--- config.mk ---
export PLATFORM = sky130hd
export DESIGN_NAME = if_map_writer
export DESIGN_NICKNAME = d
export VERILOG_FILES = /design/src/rtl/if_map_writer.sv
export SDC_FILE = /design/constraint.sdc
export NUM_CORES = 1
export LEC_CHECK = 0
export BUFFER_PORTS_ARGS = -buffer_cell sky130_fd_sc_hd__buf_4
export CAP_MARGIN = 5
export CORE_MARGIN = 2
export CORE_UTILIZATION = 50
export CTS_CLUSTER_SIZE = 12
export DETAILED_ROUTE_END_ITERATION = 7
export GPL_TIMING_DRIVEN = 0
export PLACE_DENSITY_LB_ADDON = 0.1
export SLEW_MARGIN = 5
export SYNTH_ARGS = -nofsm -noshare
export SYNTH_HDL_FRONTEND = slang
export SYNTH_SLANG_ARGS = --single-unit
--- constraint.sdc ---
create_clock -name clk -period 3.4 [get_ports clk]
set_input_delay 0.34 -clock clk [delete_from_list [all_inputs] [get_ports clk]]
set_output_delay 0.34 -clock clk [all_outputs]
set_load 0.02 [all_outputs]
--- src/rtl/if_map_writer.sv ---
// IFmap producer: streams elements into a circular scratchpad row by row and
// publishes row occupancy plus the oldest row's head address to the reader.
module if_map_writer #(
  parameter int DATA_WIDTH = 16,
  parameter int ADDR_WIDTH = 4,
  parameter int LEN_WIDTH  = 5,
  parameter int ROWS_WIDTH = 8
) (
  input  logic                  clk,
  input  logic                  rst,
  input  logic                  start,
  input  logic [LEN_WIDTH-1:0]  row_len,
  input  logic [ROWS_WIDTH-1:0] num_rows,
  input  logic                  in_valid,
  input  logic [DATA_WIDTH-1:0] in_data,
  output logic                  in_ready,
  output logic                  wen,
  output logic [ADDR_WIDTH-1:0] waddr,
  output logic [DATA_WIDTH-1:0] wdata,
  input  logic                  rd_release,
  output logic [ADDR_WIDTH-1:0] rd_head,
  output logic [ADDR_WIDTH:0]   rows_avail,
  output logic                  busy,
  output logic                  done
);

  localparam logic [ADDR_WIDTH:0] DEPTH = {1'b1, {ADDR_WIDTH{1'b0}}};

  typedef enum logic [1:0] {IDLE, FILL, DONE} state_t;

  state_t                state, state_next;
  logic [LEN_WIDTH-1:0]  row_len_q, col;
  logic [ROWS_WIDTH-1:0] num_rows_q, row;
  logic [ADDR_WIDTH-1:0] wptr;
  logic [ADDR_WIDTH:0]   occ, occ_next, row_len_occ;
  logic                  start_ok, accept, row_end, last_row, release_ok;

  assign start_ok    = start && (state != FILL) && (row_len != '0) &&
                       (32'(row_len) <= 32'(DEPTH)) && (num_rows != '0);
  assign in_ready    = (state == FILL) && (occ < DEPTH);
  assign accept      = in_valid && in_ready;
  assign row_end     = accept && (col == row_len_q - LEN_WIDTH'(1));
  assign last_row    = (row == num_rows_q - ROWS_WIDTH'(1));
  assign release_ok  = rd_release && (rows_avail != '0);
  assign row_len_occ = (ADDR_WIDTH+1)'(row_len_q);
  assign busy        = (state == FILL);
  assign done        = (state == DONE);

  always_ff @(posedge clk or negedge rst) begin
    if (!rst) state <= IDLE;
    else      state <= state_next;
  end

  always_comb begin
    state_next = state;
    case (state)
      IDLE, DONE: if (start_ok) state_next = FILL;
      FILL:       if (row_end && last_row) state_next = DONE;
      default:    state_next = IDLE;
    endcase
  end

  // A release retires a whole row of the latched length; an accept adds one element.
  always_comb begin
    occ_next = occ;
    if (accept)     occ_next = occ_next + (ADDR_WIDTH+1)'(1);
    if (release_ok) occ_next = occ_next - row_len_occ;
  end

  always_ff @(posedge clk or negedge rst) begin
    if (!rst) begin
      wen        <= 1'b0;
      waddr      <= '0;
      wdata      <= '0;
      wptr       <= '0;
      occ        <= '0;
      rd_head    <= '0;
      rows_avail <= '0;
      row_len_q  <= '0;
      num_rows_q <= '0;
      col        <= '0;
      row        <= '0;
    end else begin
      wen <= accept;
      occ <= occ_next;
      if (accept) begin
        waddr <= wptr;
        wdata <= in_data;
        wptr  <= wptr + ADDR_WIDTH'(1);
      end
      if (start_ok) begin
        row_len_q  <= row_len;
        num_rows_q <= num_rows;
        col        <= '0;
        row        <= '0;
      end else if (row_end) begin
        col <= '0;
        row <= row + ROWS_WIDTH'(1);
      end else if (accept) begin
        col <= col + LEN_WIDTH'(1);
      end
      if (release_ok) rd_head <= rd_head + ADDR_WIDTH'(row_len_q);
      if (row_end && !release_ok)      rows_avail <= rows_avail + (ADDR_WIDTH+1)'(1);
      else if (!row_end && release_ok) rows_avail <= rows_avail - (ADDR_WIDTH+1)'(1);
    end
  end

endmodule

==> results of run 1 <==
## layout make-up
class | instances | area share
Clock buffer | 9 | 0.02722
Multi-Input combinational cell | 287 | 0.4155
Buffer | 17 | 0.01787
Sequential cell | 67 | 0.3684
Timing Repair Buffer | 70 | 0.1155
Clock inverter | 7 | 0.009898
Inverter | 19 | 0.01842
Tap cell | 99 | 0.02722
## worst max-delay path: stages, from the launching register on
cell and delay, ns:
dfrtp_1 0.46, inv_1 0.09, ha_1 0.25, nand3b_1 0.11
o21ai_0 0.12, a211oi_2 0.32, clkbuf_4 0.27, nor2_4 0.07
ha_1 0.21, inv_1 0.14, ha_1 0.29, a21o_1 0.20
a21oi_1 0.17, xnor2_1 0.14, nor2_1 0.06, xor2_1 0.15
## per-layer routing
layer,global-route usage,share of wire,up-vias,routed length [µm]
met4,0.05256,0.012,0,97
met3,0.05843,0.031,8,249
met2,0.3571,0.51,41,4080
li1,-,-,1483,-
met5,0,0,-,0
met1,0.2682,0.44,1415,3544
## worst min path at each step
stage	start	end	cells after the start
2_1_floorplan	rst	col[0]	0
3_3_place_gp	rd_head[3]	rd_head[3]	1
3_5_place_dp	rd_head[3]	rd_head[3]	1
4_1_cts	rst	rd_head[3]	1
5_1_grt	rst	rd_head[3]	1
6_report	rst	rd_head[2]	1
## synth_stat cells (4+ instances only)
cell,n
nand2_1,104
dfrtp_1,67
xnor2_1,24
inv_1,18
ha_1,17
a21oi_1,15
xor2_1,15
clkbuf_1,12
nor2_1,10
o21ai_1,10
nand4_1,7
o21ai_0,7
nor3_1,6
or4_1,6
a21o_1,5
nor4_1,5
o31ai_1,5
mux2_2,4
mux2i_1,4
nand2b_1,4
## cell usage in the layout, fill, tap and decap left out, types with 2 or more instances in the layout
| cell type | instances |
|---|---|
| a21oi_1 | 15 |
| mux2_2 | 4 |
| nor2_1 | 9 |
| a211oi_1 | 3 |
| nand4_1 | 7 |
| clkbuf_1 | 10 |
| o21ai_1 | 9 |
| clkbuf_4 | 2 |
| xnor2_1 | 24 |
| clkinv_4 | 2 |
| xor2_1 | 15 |
| fa_1 | 3 |
| o31ai_1 | 5 |
| clkbuf_8 | 9 |
| clkinv_2 | 4 |
| buf_4 | 70 |
| buf_2 | 2 |
| ha_1 | 17 |
| nor3_1 | 6 |
| or4_1 | 6 |
| nand2_1 | 104 |
| nand3_1 | 3 |
| mux2i_1 | 4 |
| nand2b_1 | 4 |
| nor4_1 | 5 |
| inv_1 | 17 |
| dfrtp_1 | 67 |
| and3_1 | 2 |
| a21o_1 | 5 |
| buf_1 | 2 |
| o21ai_0 | 7 |
## timing repair
| action | CTS | global route |
|---|---|---|
| hold buffers | 0 | 0 |
| endpoints found under the hold margin | 0 | 0 |
| buffers inserted | 1 | 3 |
| pin swaps | 2 | 1 |
| endpoints found under the setup margin | 3 | 2 |
| resized for setup | 3 | 4 |
## logic make-up after synthesis
kind of cell / after synthesis / share of synthesized area
compound gates: 57 / 0.09953
xor+xnor: 40 / 0.09785
fa+ha+maj: 20 / 0.07330
buf+inv: 37 / 0.04439
flops: 67 / 0.4506
mux: 9 / 0.02589
simple gates: 161 / 0.2085
## where the power goes
part	internal [µW]	total, µW	switching [µW]
Sequential	1100	1360	265
Combinational	845	1830	984
Clock	261	576	315
## per-stage QoR
stage	total power, µW	TNS (ns)	instance area [µm²]	hold WS (ns)	std cells
after floorplan	2580	0	3721	0.04441	391
after global placement	3113	-0.4135	4340	0.4562	556
final	3769	0	4551	0.08352	575
after detailed placement	3187	-0.5512	4340	0.4585	556
after CTS	3801	0	4522	0.1256	572
after global routing	4088	0	4551	0.1441	575
## sequential cells by signal, indices dropped and copies added (netlist names)
name         flops
wdata           16
waddr            4
col              5
state            2
row              8
row_len_occ      5
wptr             4
rows_avail       5
rd_head          4
num_rows_q       8
wen              1
occ              5
==> flow_summary.toml, run 1 <==
[die]
initial_core_util = 0.5158
pin_count = 67
die-width_um = 90.27
dieArea_um2 = 8148
rows = 31
chipHeight_um = 90.27
core_um2 = 7214

[route]
vias = 2947
drt_pass1_iterations = 7
avgViaCountPerCell = 5.125
antenna_left = 0
wl_per_cell_um = 13.86
drt_wl_total_um = 7972
dr.first_iter.drc_count = 101
drc = 0

[job]
cap_violations = 0

[hold_path]
hold_path_class = "primary input to asynchronous set/reset pin"

[setup_path]
crit_fanout = 10
end_kind = "register"
cp.required_ns = 3.63
r2r-end = "rows_avail[4]"
r2r-start = "row_len_occ[0]"
crit_path_start_kind = "register"
reg2reg_slack_ns = 0.24
crit_start = "row_len_occ[0]"
r2r_cells = 15
critPathCapture = "rows_avail[4]"
criticalPathCategory = "register to register"
critPathArrivalTime_ns = 3.38

[timing]
hold_viol_final = 0
rsz0062_at_grt = "no"
finalCriticalPeriod_ns = 3.157
slew_headroom = 0.4386
fmax_mhz = 316.7
setup_viol = 0
post-route-period-util = 0.9286
fin_worst_skew_ns = 0.01334
worst_slew_pin_slew_ns = 0.8421
setup_slack_ns = 0.2429
slew_violations = 0

[global_routing]
grt_max_degree = 68
grt_pass1_vias = 2946
grt_usage = 0.2107
antenna_found_initial = 0
grt_pass1_wl_um = 13840
grt-ovfl-total = 0

[yosys]
synth_area_leaders = "dfrtp_1 (45%), nand2_1 (10%), ha_1 (5.7%)"
synth_top_area_share = 0.4506
synth_edf_count = 0
ys.warnings.count = 0
synth-seq-cells = 67
syn_avg_cell_area_um2 = 9.517
synth_cells = 391
synth.cell_area_um2 = 3721
synth_nets = 445
ys_seq_area_frac = 0.4506
synth-main-ff-cell = "dfrtp_1"
synthDistinctLibCells = 57
yosysTopAreaCell = "dfrtp_1"
async_flop_share = 1.000

[cts]
clkTransAtPathRegs_ns = 0.08
cts_root_buf = "clkbuf_8"
cts_tree = "built"
clk-insertion-delay-late_ns = 0.34
cts_sinks = 67
htreeDepth = 3
cts.path.max_buffers = 2
numCtsBuffers = 9

[layout]
diodes = 0
multi_input_area_um2 = 1891
final_util = 0.6308
fillCellCount = 666
syn2layout_area_growth_pct = 22.29
layout-drive-gt1-share = 0.2290
ff_latch_area_um2 = 1677
finalNetCount = 525

[placement]
port_buffers = 66
place.gp.congestion = 0.8064
dp_slack_ns = -0.3652
dp_hpwl_um = 5931

[power_and_ir_drop]
p_leak_uw = 0.002166
peakVddDrop_mv = 0.3910
powerDensity_nw_per_um2 = 828.2

[outcome]
outcome = "finished clean"
(Power assumes the default switching activity.)
==> run 2, diff against run 1 <==
Settings changed: CORE_UTILIZATION 50 to 51.
==> run 2 against run 1 <==
Compared with the run above:
- final cell count unchanged
- utilization increased by 1.0 points
- global-route usage decreased by 0.19 points
- clock-buffer cell count increased by 1
- first-iteration DRC count increased by 37%
- sequential share of layout area decreased by 0.37 points
- critical path type unchanged
- combinational power about the same
- largest cell class unchanged
- design area increased by 1.1%
- total power increased by 3.4%
- critical endpoint unchanged
==> flow_summary.toml, run 2 (synthesis gave the netlist of run 1 again) <==
[power_and_ir_drop]
peakVddDrop_mv = 0.4291
p_leak_uw = 0.002181
powerDensity_nw_per_um2 = 847.1

[global_routing]
grt_pass1_wl_um = 12840
grt_max_degree = 68
grt_pass1_vias = 2827
grt-ovfl-total = 0
antenna_found_initial = 0
grt_usage = 0.2088

[setup_path]
r2r-start = "row_len_occ[1]"
crit_path_start_kind = "register"
crit_chain = "inv_2 > ha_1 > xor2_1 > nor2_1 > a211oi_4 > clkbuf_4 > nor2_4 > ha_1 > inv_1 > ha_1 > a21o_1 > a21oi_1 > xnor2_1 > nor2_1 > xor2_1"
end_kind = "register"
cp.required_ns = 3.63
crit_start = "row_len_occ[1]"
criticalPathCategory = "register to register"
critical_path.slowest_cell = "dfrtp_1"
crit_top_cell = "ha_1"
max_stage_delay_ns = 0.42
crit_fanout = 10
critPathArrivalTime_ns = 3.40

[layout]
syn2layout_area_growth_pct = 23.64
final_common_cell = "nand2_1"
mostFrequentLayoutCells = "nand2_1 (104), buf_4 (70), dfrtp_1 (66)"
regMostFlops = "wdata"
largestRegisters = "wdata x16, num_rows_q x8, row x8"
instances_no_fill = 575
layout-drive-gt1-share = 0.2311
multi_input_area_um2 = 1898
ff_latch_area_um2 = 1678
design_area_um2 = 4601
finalNetCount = 525
diodes = 0
largest_reg_flops = 16
fillCellCount = 605

[timing]
finalCriticalPeriod_ns = 3.177
slew_violations = 0
setup_slack_ns = 0.2234
fmax_mhz = 314.8
post-route-period-util = 0.9343
hold_viol_final = 0
fin_worst_skew_ns = 0.01058
setup_viol = 0
rsz0062_at_grt = "no"
whs_ns = 0.05980
worst_slew_pin_slew_ns = 0.8405
slew_headroom = 0.4397
fin_tns_setup_ns = 0

[die]
chipHeight_um = 89.42
die-width_um = 89.42
rows = 31
pin_count = 67
core_um2 = 7176
initial_core_util = 0.5186
dieArea_um2 = 7995

[job]
cap_violations = 0

[outcome]
outcome = "finished clean"

[route]
drc = 0
avgViaCountPerCell = 5.170
drt_pass1_iterations = 4
drt_wl_total_um = 7685
antenna_left = 0
vias = 2973
dr.first_iter.drc_count = 138
wl_per_cell_um = 13.37

[cts]
clkTransAtPathRegs_ns = 0.08
clk-insertion-delay-late_ns = 0.35
cts_sinks = 67
cts_root_buf = "clkbuf_8"
cts_hold_buf = 0
cts.path.max_buffers = 2
cts_tree = "built"
numCtsBuffers = 9
htreeDepth = 3

[placement]
dpl.cell_count = 556
post_dp_cell_area_um2 = 4340
dp_hpwl_um = 5687
place.gp.congestion = 0.8350
dp_slack_ns = -0.3698
port_buffers = 66

[hold_path]
hold_path_class = "primary input to asynchronous set/reset pin"
run 2: area by class of cell:
| class | count | share of cell area |
|---|---|---|
| flip-flops and latches | 67 | 0.3647 |
| repair buffers | 70 | 0.1142 |
| clock inverters | 6 | 0.01577 |
| inverters | 19 | 0.01822 |
| clock buffers | 10 | 0.02992 |
| multi-input cells | 287 | 0.4126 |
| plain buffers | 17 | 0.01768 |
| well taps | 99 | 0.02692 |
run 2: stage by stage:
step	util	total power [µW]
finish	0.6412	3897
global route	0.6412	4211
CTS	0.6359	3901
detailed placement	0.6049	3170
global placement	0.6049	3115
floorplan	-	2580
run 2: worst paths after layout:
kind / cells past startpoint / slack (ns) / to
max: 15 / 0.22 / rows_avail[4]
min: 1 / 0.06 / rd_head[3]
max reg2reg: 15 / 0.22 / rows_avail[4]
min reg2reg: 1 / 0.47 / rd_head[3]
max in group asynchronous: 1 / 2.75 / rows_avail[4]
min in group clk: 3 / 0.17 / wdata[9]
run 2: metal layers:
| layer | routed length, µm | vias to the layer above | global-route usage |
|---|---|---|---|
| li1 | - | 1487 | - |
| met1 | 3447 | 1432 | 0.2686 |
| met2 | 3873 | 43 | 0.3502 |
| met3 | 238 | 11 | 0.03693 |
| met4 | 125 | 0 | 0.08277 |
| met5 | 0 | - | 0 |
run 2: power by group:
group          switching [µW]  leakage, µW  internal (µW)  total [µW]
Combinational             980      0.00125            847        1830
Sequential                269     0.000826           1100        1370
Clock                     335     0.000103            366         701
Total                    1580      0.00218           2310        3900
run 2: what timing repair did:
action                     in CTS  in global routing
setup endpoints to repair       3                  2
setup buffers                   0                  4
gates resized for setup         4                  6
cloned                          0                  0
pin swaps                       1                  2
run 2: worst max-delay path: cells and delay by family, from the launching register on:
family	cells	cell delay [ns]
fa+ha+maj	3	0.76
flops	1	0.42
simple gates	3	0.20
buf+inv	3	0.57
xor+xnor	3	0.45
compound gates	3	0.65
==> run 3, diff against run 2 <==
Settings changed: CORE_UTILIZATION 51 to 55, TNS_END_PERCENT from default to 5.
Clock period 3.4 ns to 2.94 ns, I/O delays scaled along.
==> run 3 against run 2 <==
Compared with the run above:
- first-iteration DRC count fell by 14%
- critical path type unchanged
- total power increased by 20%
- global-route usage up 2.1 points
- sequential share of layout area decreased by 1.1 points
- clock-buffer cell count up 1
==> flow_summary.toml, run 3 (synthesis gave the netlist of run 1 again) <==
[cts]
cts_hold_buf = 0
cts_sinks = 67
cts_root_buf = "clkbuf_8"
clkTransAtPathRegs_ns = 0.07
cts.path.max_buffers = 2
clk-insertion-delay-late_ns = 0.35
numCtsBuffers = 9
htreeDepth = 3
cts_tree = "built"

[power_and_ir_drop]
peakVddDrop_mv = 0.6059
p_leak_uw = 0.002249
finalPower_uw = 4686
powerDensity_nw_per_um2 = 988.0

[timing]
slew_violations = 0
post-route-period-util = 0.9687
rsz0062_at_grt = "yes"
setup_slack_ns = 0.09204
fmax_mhz = 351.1
hold_viol_final = 0
worst_slew_pin_slew_ns = 0.8500
finalCriticalPeriod_ns = 2.848
setup_viol = 0
slew_headroom = 0.4333
fin_worst_skew_ns = 0.007844

[placement]
place.gp.congestion = 0.8082
port_buffers = 66
post_dp_cell_area_um2 = 4344
dp_slack_ns = -0.3551
dp_hpwl_um = 5728

[job]
cap_violations = 0

[route]
dr.first_iter.drc_count = 119
vias = 3066
drc = 0
highest-signal-layer = "met4"
avgViaCountPerCell = 5.446
antenna_left = 0
wl_per_cell_um = 14.82
drt_pass1_iterations = 4
dr_wl_met2_um = 3961
drt_wl_total_um = 8346
wl_met3_um = 405
met1Wirelength_um = 3852

[layout]
final_common_cell = "nand2_1"
syn2layout_area_growth_pct = 27.47
design_area_um2 = 4743
layout-drive-gt1-share = 0.2695
largest_reg_flops = 16
fillCellCount = 504
mostFrequentLayoutCells = "nand2_1 (104), buf_4 (81), dfrtp_1 (65)"
regMostFlops = "wdata"
largestRegisters = "wdata x16, num_rows_q x8, row x8"
finalNetCount = 537
multi_input_area_um2 = 1968
ff_latch_area_um2 = 1679
diodes = 0
final_util = 0.7344

[die]
initial_core_util = 0.5761
dieArea_um2 = 7440
rows = 29
die-width_um = 86.26
pin_count = 67
chipHeight_um = 86.26
core_um2 = 6459

[setup_path]
crit_fanout = 10
end_kind = "register"
cp.required_ns = 3.16
critPathArrivalTime_ns = 3.07
criticalPathCategory = "register to register"
crit_path_start_kind = "register"

[global_routing]
antenna_found_initial = 0
grt_max_degree = 68
grt_pass1_wl_um = 13390
grt_usage = 0.2293
grt-ovfl-total = 0
grt_pass1_vias = 2975

[outcome]
outcome = "finished clean"

[hold_path]
hold_path_class = "primary input to asynchronous set/reset pin"
==> run 3: cell count changes in the layout (fill, tap and decap cells not counted), moves of 2 or more <==
cell / before / now
inv_1: 17 / 15
a21oi_2: 0 / 2
buf_6: 1 / 3
ha_1: 17 / 14
clkinv_4: 2 / 0
buf_4: 70 / 81
a21oi_1: 15 / 13
ha_4: 0 / 3
inv_6: 2 / 0
==> run 3: final timing paths <==
kind | start | end | slack, ns | cells past startpoint
max | row_len_occ[2] | rows_avail[3] | 0.09 | 13
min | rst | wdata[0] | 0.05 | 1
max reg2reg | row_len_occ[2] | rows_avail[3] | 0.09 | 13
min reg2reg | rd_head[3] | rd_head[3] | 0.48 | 1
max in group asynchronous | rst | row_len_occ[0] | 2.27 | 1
min in group clk | in_data[0] | wdata[0] | 0.13 | 3
==> run 3: through the flow <==
| step | instances | hold WS (ns) | TNS (ns) |
|---|---|---|---|
| 2_1_floorplan | 391 | -0.001591 | 0 |
| 3_3_place_gp | 534 | 0.4483 | -0.5180 |
| 3_5_place_dp | 534 | 0.4542 | -0.7324 |
| 4_1_cts | 552 | 0.08364 | 0 |
| 5_1_grt | 563 | 0.1161 | -0.1558 |
| 6_report | 563 | 0.04518 | 0 |
==> run 3: worst max-delay path, cell delays in order (launching register included) <==
cell        delay (ns)
dfrtp_1           0.52
inv_1             0.15
o21ai_0           0.28
a211oi_2          0.15
buf_6             0.17
nor2_4            0.12
ha_4              0.16
clkinvlp_4        0.14
buf_4             0.16
ha_1              0.28
a21o_1            0.19
a21oi_2           0.13
xor2_1            0.17
o21ai_0           0.10
==> run 3: cell type report <==
class                           instances  area share
Buffer                                 18     0.02269
Clock buffer                           11     0.02770
Clock inverter                          3     0.01372
Inverter                               19     0.01846
Multi-Input combinational cell        287      0.4149
Sequential cell                        67      0.3540
Tap cell                               77     0.02031
Timing Repair Buffer                   81      0.1282
==> run 3: repair_timing <==
action,in CTS,in global routing
endpoints found under the setup margin,4,3
setup buffers,4,11
resized for setup,6,17
pin swaps,2,12
==> run 3: report_power, final <==
| group | switching, µW | internal, µW |
|---|---|---|
| Sequential | 322 | 1270 |
| Clock | 341 | 468 |
| Combinational | 1200 | 1080 |
==> run 3: metal layers <==
| metal | vias to the layer above | global-route usage |
|---|---|---|
| li1 | 1505 | - |
| met1 | 1470 | 0.3043 |
| met2 | 81 | 0.3756 |
| met3 | 10 | 0.03524 |
| met4 | 0 | 0.1009 |
| met5 | - | 0 |
